===== src/rtl/dds_pkg.sv =====
// ============================================================================
// Module   : dds_pkg
// Brief    : Shared constants and duty-word reduction helper for the DDS chain.
// Revision : 1.0 - initial release
// ============================================================================
`default_nettype none

package dds_pkg;

  localparam int DDS_M     = 12;
  localparam int DDS_OUT_W = 8;

  // Round-half-up of the top out_w bits of a prod_w-bit product, saturating
  // at all-ones. Operates on a zero-extended 64-bit container so any stage
  // with prod_w <= 63 can share it; callers truncate the result to out_w.
  function automatic logic [63:0] round_sat(input logic [63:0] product,
                                            input int          prod_w,
                                            input int          out_w);
    logic [63:0] t;
    logic [63:0] q;
    logic [63:0] ones;
    logic        r;
    t    = product >> (prod_w - out_w - 1);
    r    = t[0];
    q    = t >> 1;
    ones = (64'd1 << out_w) - 64'd1;
    if (r && (q == ones)) return ones;
    return q + {63'd0, r};
  endfunction

endpackage

`default_nettype wire


===== src/rtl/dds_pwm_out_pwm_core.sv =====
// ============================================================================
// Module   : pwm_core
// Brief    : Free-running PWM counter, frame tick, duty register and
//            registered comparator driving the DAC pin.
// Revision : 1.0 - initial release
// ============================================================================
`default_nettype none

module pwm_core #(
  parameter int OUT_W = 8
) (
  input  logic             clk,
  input  logic             rst,
  input  logic             load_i,
  input  logic [OUT_W-1:0] duty_i,
  output logic [OUT_W-1:0] duty_o,
  output logic             last_o,
  output logic             frame_tick_o,
  output logic             pwm_o
);

  logic [OUT_W-1:0] cnt_q, cnt_d;
  logic [OUT_W-1:0] duty_q, duty_d;
  logic             tick_q, tick_d;
  logic             pwm_q, pwm_d;
  logic             last;

  assign last = (cnt_q == {OUT_W{1'b1}});

  always_comb begin
    cnt_d  = cnt_q + OUT_W'(1);
    duty_d = load_i ? duty_i : duty_q;
    tick_d = last;
    // Compare against the duty in force; a freshly loaded value first
    // takes effect on the count-0 compare of the next frame.
    pwm_d  = (cnt_q < duty_q);
  end

  always_ff @(posedge clk or posedge rst) begin
    if (rst) begin
      cnt_q  <= '0;
      duty_q <= '0;
      tick_q <= 1'b0;
      pwm_q  <= 1'b0;
    end else begin
      cnt_q  <= cnt_d;
      duty_q <= duty_d;
      tick_q <= tick_d;
      pwm_q  <= pwm_d;
    end
  end

  assign duty_o       = duty_q;
  assign last_o       = last;
  assign frame_tick_o = tick_q;
  assign pwm_o        = pwm_q;

endmodule

`default_nettype wire


===== src/rtl/dds_pwm_out.sv =====
// ============================================================================
// Module   : dds_pwm_out
// Brief    : DDS output stage: captures multiplier products, reduces them to
//            a duty word and hands them to the PWM core at frame boundaries.
//            Define DDS_PWM_ERRFB_EN for first-order error-feedback reduction.
// Revision : 1.0 - initial release
// ============================================================================
`default_nettype none

module dds_pwm_out
  import dds_pkg::*;
#(
  parameter int M     = DDS_M,
  parameter int OUT_W = DDS_OUT_W
) (
  input  logic             clk,
  input  logic             rst,
  input  logic [2*M-1:0]   prod_in,
  input  logic             prod_valid,
  input  logic             ovr_clr,
  output logic             pwm_out,
  output logic [OUT_W-1:0] duty_out,
  output logic             frame_tick,
  output logic             overrun
);

  localparam int PW = 2 * M;
  localparam int FW = PW - OUT_W;

  logic [OUT_W-1:0] result;
  logic [OUT_W-1:0] pending_q, pending_d;
  logic             pend_flag_q, pend_flag_d;
  logic             overrun_q, overrun_d;
  logic             cnt_last;
  logic             load;

`ifdef DDS_PWM_ERRFB_EN
  logic [FW-1:0]    res_acc_q, res_acc_d;
  logic             carry;
  logic [OUT_W-1:0] q_top;

  assign q_top              = prod_in[PW-1 -: OUT_W];
  assign {carry, res_acc_d} = {1'b0, res_acc_q} + {1'b0, prod_in[FW-1:0]};
  assign result             = (carry && (q_top == {OUT_W{1'b1}})) ? {OUT_W{1'b1}}
                                                                   : q_top + OUT_W'(carry);

  always_ff @(posedge clk or posedge rst) begin
    if (rst)             res_acc_q <= '0;
    else if (prod_valid) res_acc_q <= res_acc_d;
  end
`else
  assign result = OUT_W'(round_sat(64'(prod_in), PW, OUT_W));
`endif

  assign load = cnt_last & pend_flag_q;

  always_comb begin
    pending_d   = pending_q;
    pend_flag_d = pend_flag_q;
    overrun_d   = overrun_q;
    if (ovr_clr) overrun_d = 1'b0;
    if (prod_valid) begin
      pending_d   = result;
      pend_flag_d = 1'b1;
      // A capture coinciding with a load is not a drop: the old value moves on.
      if (pend_flag_q && !load) overrun_d = 1'b1;
    end else if (load) begin
      pend_flag_d = 1'b0;
    end
  end

  always_ff @(posedge clk or posedge rst) begin
    if (rst) begin
      pending_q   <= '0;
      pend_flag_q <= 1'b0;
      overrun_q   <= 1'b0;
    end else begin
      pending_q   <= pending_d;
      pend_flag_q <= pend_flag_d;
      overrun_q   <= overrun_d;
    end
  end

  pwm_core #(
    .OUT_W (OUT_W)
  ) u_pwm_core (
    .clk          (clk),
    .rst          (rst),
    .load_i       (load),
    .duty_i       (pending_q),
    .duty_o       (duty_out),
    .last_o       (cnt_last),
    .frame_tick_o (frame_tick),
    .pwm_o        (pwm_out)
  );

  assign overrun = overrun_q;

endmodule

`default_nettype wire


===== config.mk =====
export PLATFORM = sky130hd
export DESIGN_NAME = dds_pwm_out
export DESIGN_NICKNAME = d
export VERILOG_FILES = /design/src/rtl/dds_pkg.sv /design/src/rtl/dds_pwm_out_pwm_core.sv /design/src/rtl/dds_pwm_out.sv
export SDC_FILE = /design/constraint.sdc
export NUM_CORES = 1
export LEC_CHECK = 0
export ABC_CLOCK_PERIOD_IN_PS = 3500
export BUFFER_PORTS_ARGS = -buffer_cell sky130_fd_sc_hd__buf_2
export CORE_ASPECT_RATIO = 1.2
export CORE_MARGIN = 5
export CORE_UTILIZATION = 39
export DETAILED_ROUTE_END_ITERATION = 7
export GPL_ROUTABILITY_DRIVEN = 1
export PLACE_DENSITY_LB_ADDON = 0.05
export SLEW_MARGIN = 15
export SYNTH_ARGS = -nofsm -noshare
export SYNTH_HDL_FRONTEND = slang
export SYNTH_SLANG_ARGS = --single-unit
export TNS_END_PERCENT = 5

===== constraint.sdc =====
create_clock -name clk -period 3.5 [get_ports clk]
set_input_delay 0.175 -clock clk [delete_from_list [all_inputs] [get_ports clk]]
set_output_delay 0.175 -clock clk [all_outputs]
set_load 0.005 [all_outputs]

* After elaboration in Yosys (flattened, before gate mapping) *
Cells that the tools add are included.

operators by class
  add/sub/neg operators = 2
  order comparisons = 1
  equality and inequality tests = 2
  multiplexer cells = 8
  bitwise logic cells = 1
  reductions and logical operators = 4

operator list
  cell                   number
  $eq A8 B8 Y1 const B   2
  $mux W8                2
  $add A8 B1 Y8          1
  $add A8 B1 Y8 const B  1
  $lt A8 B8 Y1           1
  $mux W1                6
  $logic_and A1 B1 Y1    2
  $reduce_bool A2 Y1     1
  $and A1 B1 Y1          1
  $logic_not A1 Y1       1

word-level totals
  register bits = 28
  input port bits = 28
  output and inout bits = 11
  word-level logic and storage cells = 25

* Depth between registers and ports, before layout *
  depth after elaboration = 6
  mapped depth = 5
  gate-level depth less buffers = 5

* By module *
From an unflattened synthesis, not the netlist that was laid out.

second synthesis, totals
  cell total of the unflattened synthesis = 139
  area, all modules = 1,402.6 sq um

modules (own cells, without submodules)
  module       times used  cells an instance  area an instance (sq um)  sequential area each (sq um)
  pwm_core     1           79                 827.0                     450.4
  dds_pwm_out  1           60                 575.6                     250.2

* Worst setup path before layout *
OpenSTA, ideal clock, no wires.

  path kind = reg2reg
  start point = register u_pwm_core.cnt_q[0]
  end point = register u_pwm_core.duty_q[0] (netlist: u_pwm_core.duty_o[0])
  setup time = 0.125 ns
  arrival time = 1.371 ns
  data required time = 3.375 ns
  path slack = 2.005 ns
  cell stages (with the launch flop) = 5
  path buffers = 0
  period minus slack after synthesis = 1.495 ns
  cells stage by stage = dfrtp_1 ha_1 nand3_1 nor3_4 mux2_2

between the ends
  longest elaborated chain between the ends = 2

RTL lines
  element                 RTL line                    source
  start, declared         dds_pwm_out_pwm_core.sv:22  logic [OUT_W-1:0] cnt_q, cnt_d;
  start signal, assigned  dds_pwm_out_pwm_core.sv:46  cnt_q <= cnt_d;
  $eq A8 B8 Y1            dds_pwm_out_pwm_core.sv:28  assign last = (cnt_q == {OUT_W{1'b1}});
  $and A1 B1 Y1           dds_pwm_out.sv:55           assign load = cnt_last & pend_flag_q;
  end signal, assigned    dds_pwm_out_pwm_core.sv:47  duty_q <= duty_d;
  end, declared           dds_pwm_out_pwm_core.sv:23  logic [OUT_W-1:0] duty_q, duty_d;

No other way between the ends.
A chain may end at the register's enable or synchronous reset.

* Final worst setup path *
Same ends and word-level chain as after synthesis.

==> results.json <==
{
  "status": "finished, violations left",
  "violations": "hold timing",
  "drcViolationCount": 0,
  "yosysTopAreaCell": "dfrtp_1",
  "fill_cells": 349,
  "rsz0062_at_grt": "no",
  "maxSlewViolCount": 0,
  "synth-main-ff-cell": "dfrtp_1",
  "r2r_setup_slack_ns": 1.78,
  "drt-vias-per-instance": 5.05,
  "vias": 969,
  "dieWidth_um": 64.6,
  "max_freq_mhz": 581,
  "postCtsHoldBufs": 0,
  "crit_chain": "ha_1 > nand3_1 > nor3_4 > mux2_2",
  "postCtsSetupBuffers": 0,
  "ys_seq_elements": 28,
  "grt-ovfl-total": 0,
  "drive_gt1_share_pct": 25.2,
  "cts.sinks": 28,
  "reg2reg_depth": 4,
  "cts_tree": "done",
  "chipHeight_um": 75.5,
  "dpl_cell_area_mm2": 0.00155,
  "critPathCaptureType": "flop",
  "worstSetupPathType": "flop to flop",
  "clk_pin_slew_worst_paths_ns": 0.09,
  "ys_seq_area_share_pct": 50.3,
  "ys_warn_count": 0,
  "hp-class": "input pin to asynchronous set/reset pin",
  "leakage_nw": 0.767,
  "ctsResizeCount": 0,
  "ir_worst_vdd_mv": 0.165,
  "finalCritPeriodShare_pct": 49.2,
  "area_delta_synth_final_pct": 15.0,
  "register_area_um2": 701,
  "nNetsFinal": 194,
  "drtAntennaViolNets": 0,
  "drtPass1Iterations": 4,
  "finClkSkew_ns": 0.00423,
  "wl_um": 2470,
  "relSlewSlack_pct": 35.0,
  "die_area_mm2": 0.00487,
  "worstPathArrival_ns": 1.89,
  "setup_violations": 0,
  "slowest_stage": "dfrtp_1",
  "start_util_pct": 41.0,
  "syn_nets": 168,
  "cts_made_buffers": 3,
  "power_density_mw_per_mm2": 361,
  "io_buffers": 23,
  "antenna_found_initial": 0,
  "post-route-util_pct": 47.2,
  "worstPathRequired_ns": 3.67,
  "r2r_end": "u_pwm_core.duty_o[0]",
  "cts-root-buf": "clkbuf_8",
  "yosysTopAreaCellShare_pct": 50.3,
  "drt-initial-drc-count": 25,
  "grt_pass1_vias": 1027,
  "tns_ns": 0,
  "grt_pass1_wl_um": 4370,
  "min_period_ns": 1.72,
  "syn_area_mm2": 0.00139,
  "htreeDepth": 1,
  "yosysMostFrequentCell": "dfrtp_1",
  "ioPinCount": 39,
  "grt.total_usage_pct": 11.7,
  "clk_latency_ns": 0.28,
  "hpwl_um": 1980,
  "r2r_start": "u_pwm_core.cnt_q[0]",
  "avgSynthCellArea_um2": 10.7,
  "slowest_delay_ns": 0.40,
  "core_area_mm2": 0.00340,
  "post_drt_wl_per_cell_um": 12.9,
  "p_total_uw": 578,
  "hold_ws_ns": -0.0140,
  "rows": 23,
  "synth-edff-count": 0,
  "synth-async-reset-ratio_pct": 100,
  "syn_inst": 130,
  "multi_input_area_um2": 628,
  "worstSetupStartpointType": "flop",
  "path_buf_inv": 0,
  "ys_top_cells_by_count": "dfrtp_1, inv_1, nor2_1",
  "cp_top_family": "simple AND/OR/NAND/NOR gates",
  "grt_max_degree": 29,
  "fin_area_mm2": 0.00160,
  "place.gp.congestion": 0.785,
  "tightest_slew_ns": 0.969,
  "worstPathMaxFanout": 8,
  "drv_cap": 0,
  "ctsLongestPathBuffers": 2,
  "hold_viol_final": 28,
  "diodes": 0,
  "yosys-top-cells-area": "dfrtp_1, ha_1, mux2_2",
  "synth_cell_types": 29
}
[cell usage in the layout (no fill, tap or decap), types with 2 or more instances in the layout]
cell	n
dfrtp_1	28
buf_2	23
inv_1	14
nor2_1	12
ha_1	10
nand3_1	9
mux2_2	8
nand2_1	7
a31oi_1	5
xor2_1	5
o21ai_0	5
xnor2_1	4
a21oi_1	4
clkbuf_8	4
and4_1	2
[stage by stage]
| step | worst slack (ns) | cells | hold slack, ns |
|---|---|---|---|
| final | 1.78 | 192 | -0.0140 |
| after global routing | 1.65 | 192 | 0.0657 |
| after CTS | 1.75 | 192 | 0.0653 |
| after detailed placement | 1.76 | 188 | 0.370 |
| after global placement | 1.79 | 188 | 0.365 |
| after floorplan | 2.00 | 130 | 0.240 |
[how the worst max path moves through the flow]
stage / slack [ns] / from / cells past startpoint / endpoint
finish: 1.78 / u_pwm_core.cnt_q[0] / 4 / u_pwm_core.duty_o[0]
global route: 1.65 / u_pwm_core.cnt_q[0] / 4 / u_pwm_core.duty_o[6]
CTS: 1.75 / u_pwm_core.cnt_q[0] / 4 / u_pwm_core.duty_o[0]
detailed placement: 1.76 / u_pwm_core.cnt_q[0] / 4 / u_pwm_core.duty_o[0]
global placement: 1.79 / u_pwm_core.cnt_q[0] / 4 / u_pwm_core.duty_o[1]
floorplan: 2.00 / u_pwm_core.cnt_q[0] / 4 / u_pwm_core.duty_o[0]
[final cells by class]
class	instances	area share (%)
multi-input cells	85	39.2
clock buffers	4	3.44
inverters	15	3.52
well taps	37	2.89
flip-flops and latches	28	43.7
repair buffers	23	7.19
[routing by layer]
metal | vias to the layer above | wire, µm | share of wire [%] | GRT usage (%)
met5 | - | 0 | 0 | 0
met4 | 0 | 81 | 3.3 | 8.45
met3 | 5 | 115 | 4.7 | 1.92
met2 | 22 | 1280 | 52 | 22.2
met1 | 443 | 991 | 40 | 11.7
li1 | 499 | - | - | -
[flip-flops by register name (all words and copies together), names as in the netlist]
register                 flops
u_pwm_core.frame_tick_o      1
u_pwm_core.duty_o            8
u_pwm_core.cnt_q             8
pend_flag_q                  1
u_pwm_core.pwm_o             1
overrun                      1
pending_q                    8
[kinds of logic (layout without fill, tap and decap cells)]
kind of cell / Yosys count / in the layout / share of synthesized area (%)
simple gates: 40 / 40 / 16.3
buf+inv: 17 / 42 / 4.58
mux: 8 / 8 / 6.47
xor+xnor: 9 / 9 / 5.66
compound gates: 18 / 18 / 7.73
fa+ha+maj: 10 / 10 / 8.98
flops: 28 / 28 / 50.3
[worst reg2reg max path, delay by kind of cell (launching register included)]
family                   cells  cell delay, ns
flip-flops                   1            0.40
multiplexers                 1            0.39
adder cells (fa/ha/maj)      1            0.26
AND/OR/NAND/NOR              2            0.55
[where the power goes]
part	switching, mW	internal [mW]	leakage [nW]
clock	0.0986	0.101	0.0288
sequential	0.00517	0.334	0.347
combinational	0.0236	0.0158	0.391
total	0.127	0.450	0.767
Note: power is estimated with default switching activity, not from simulation.
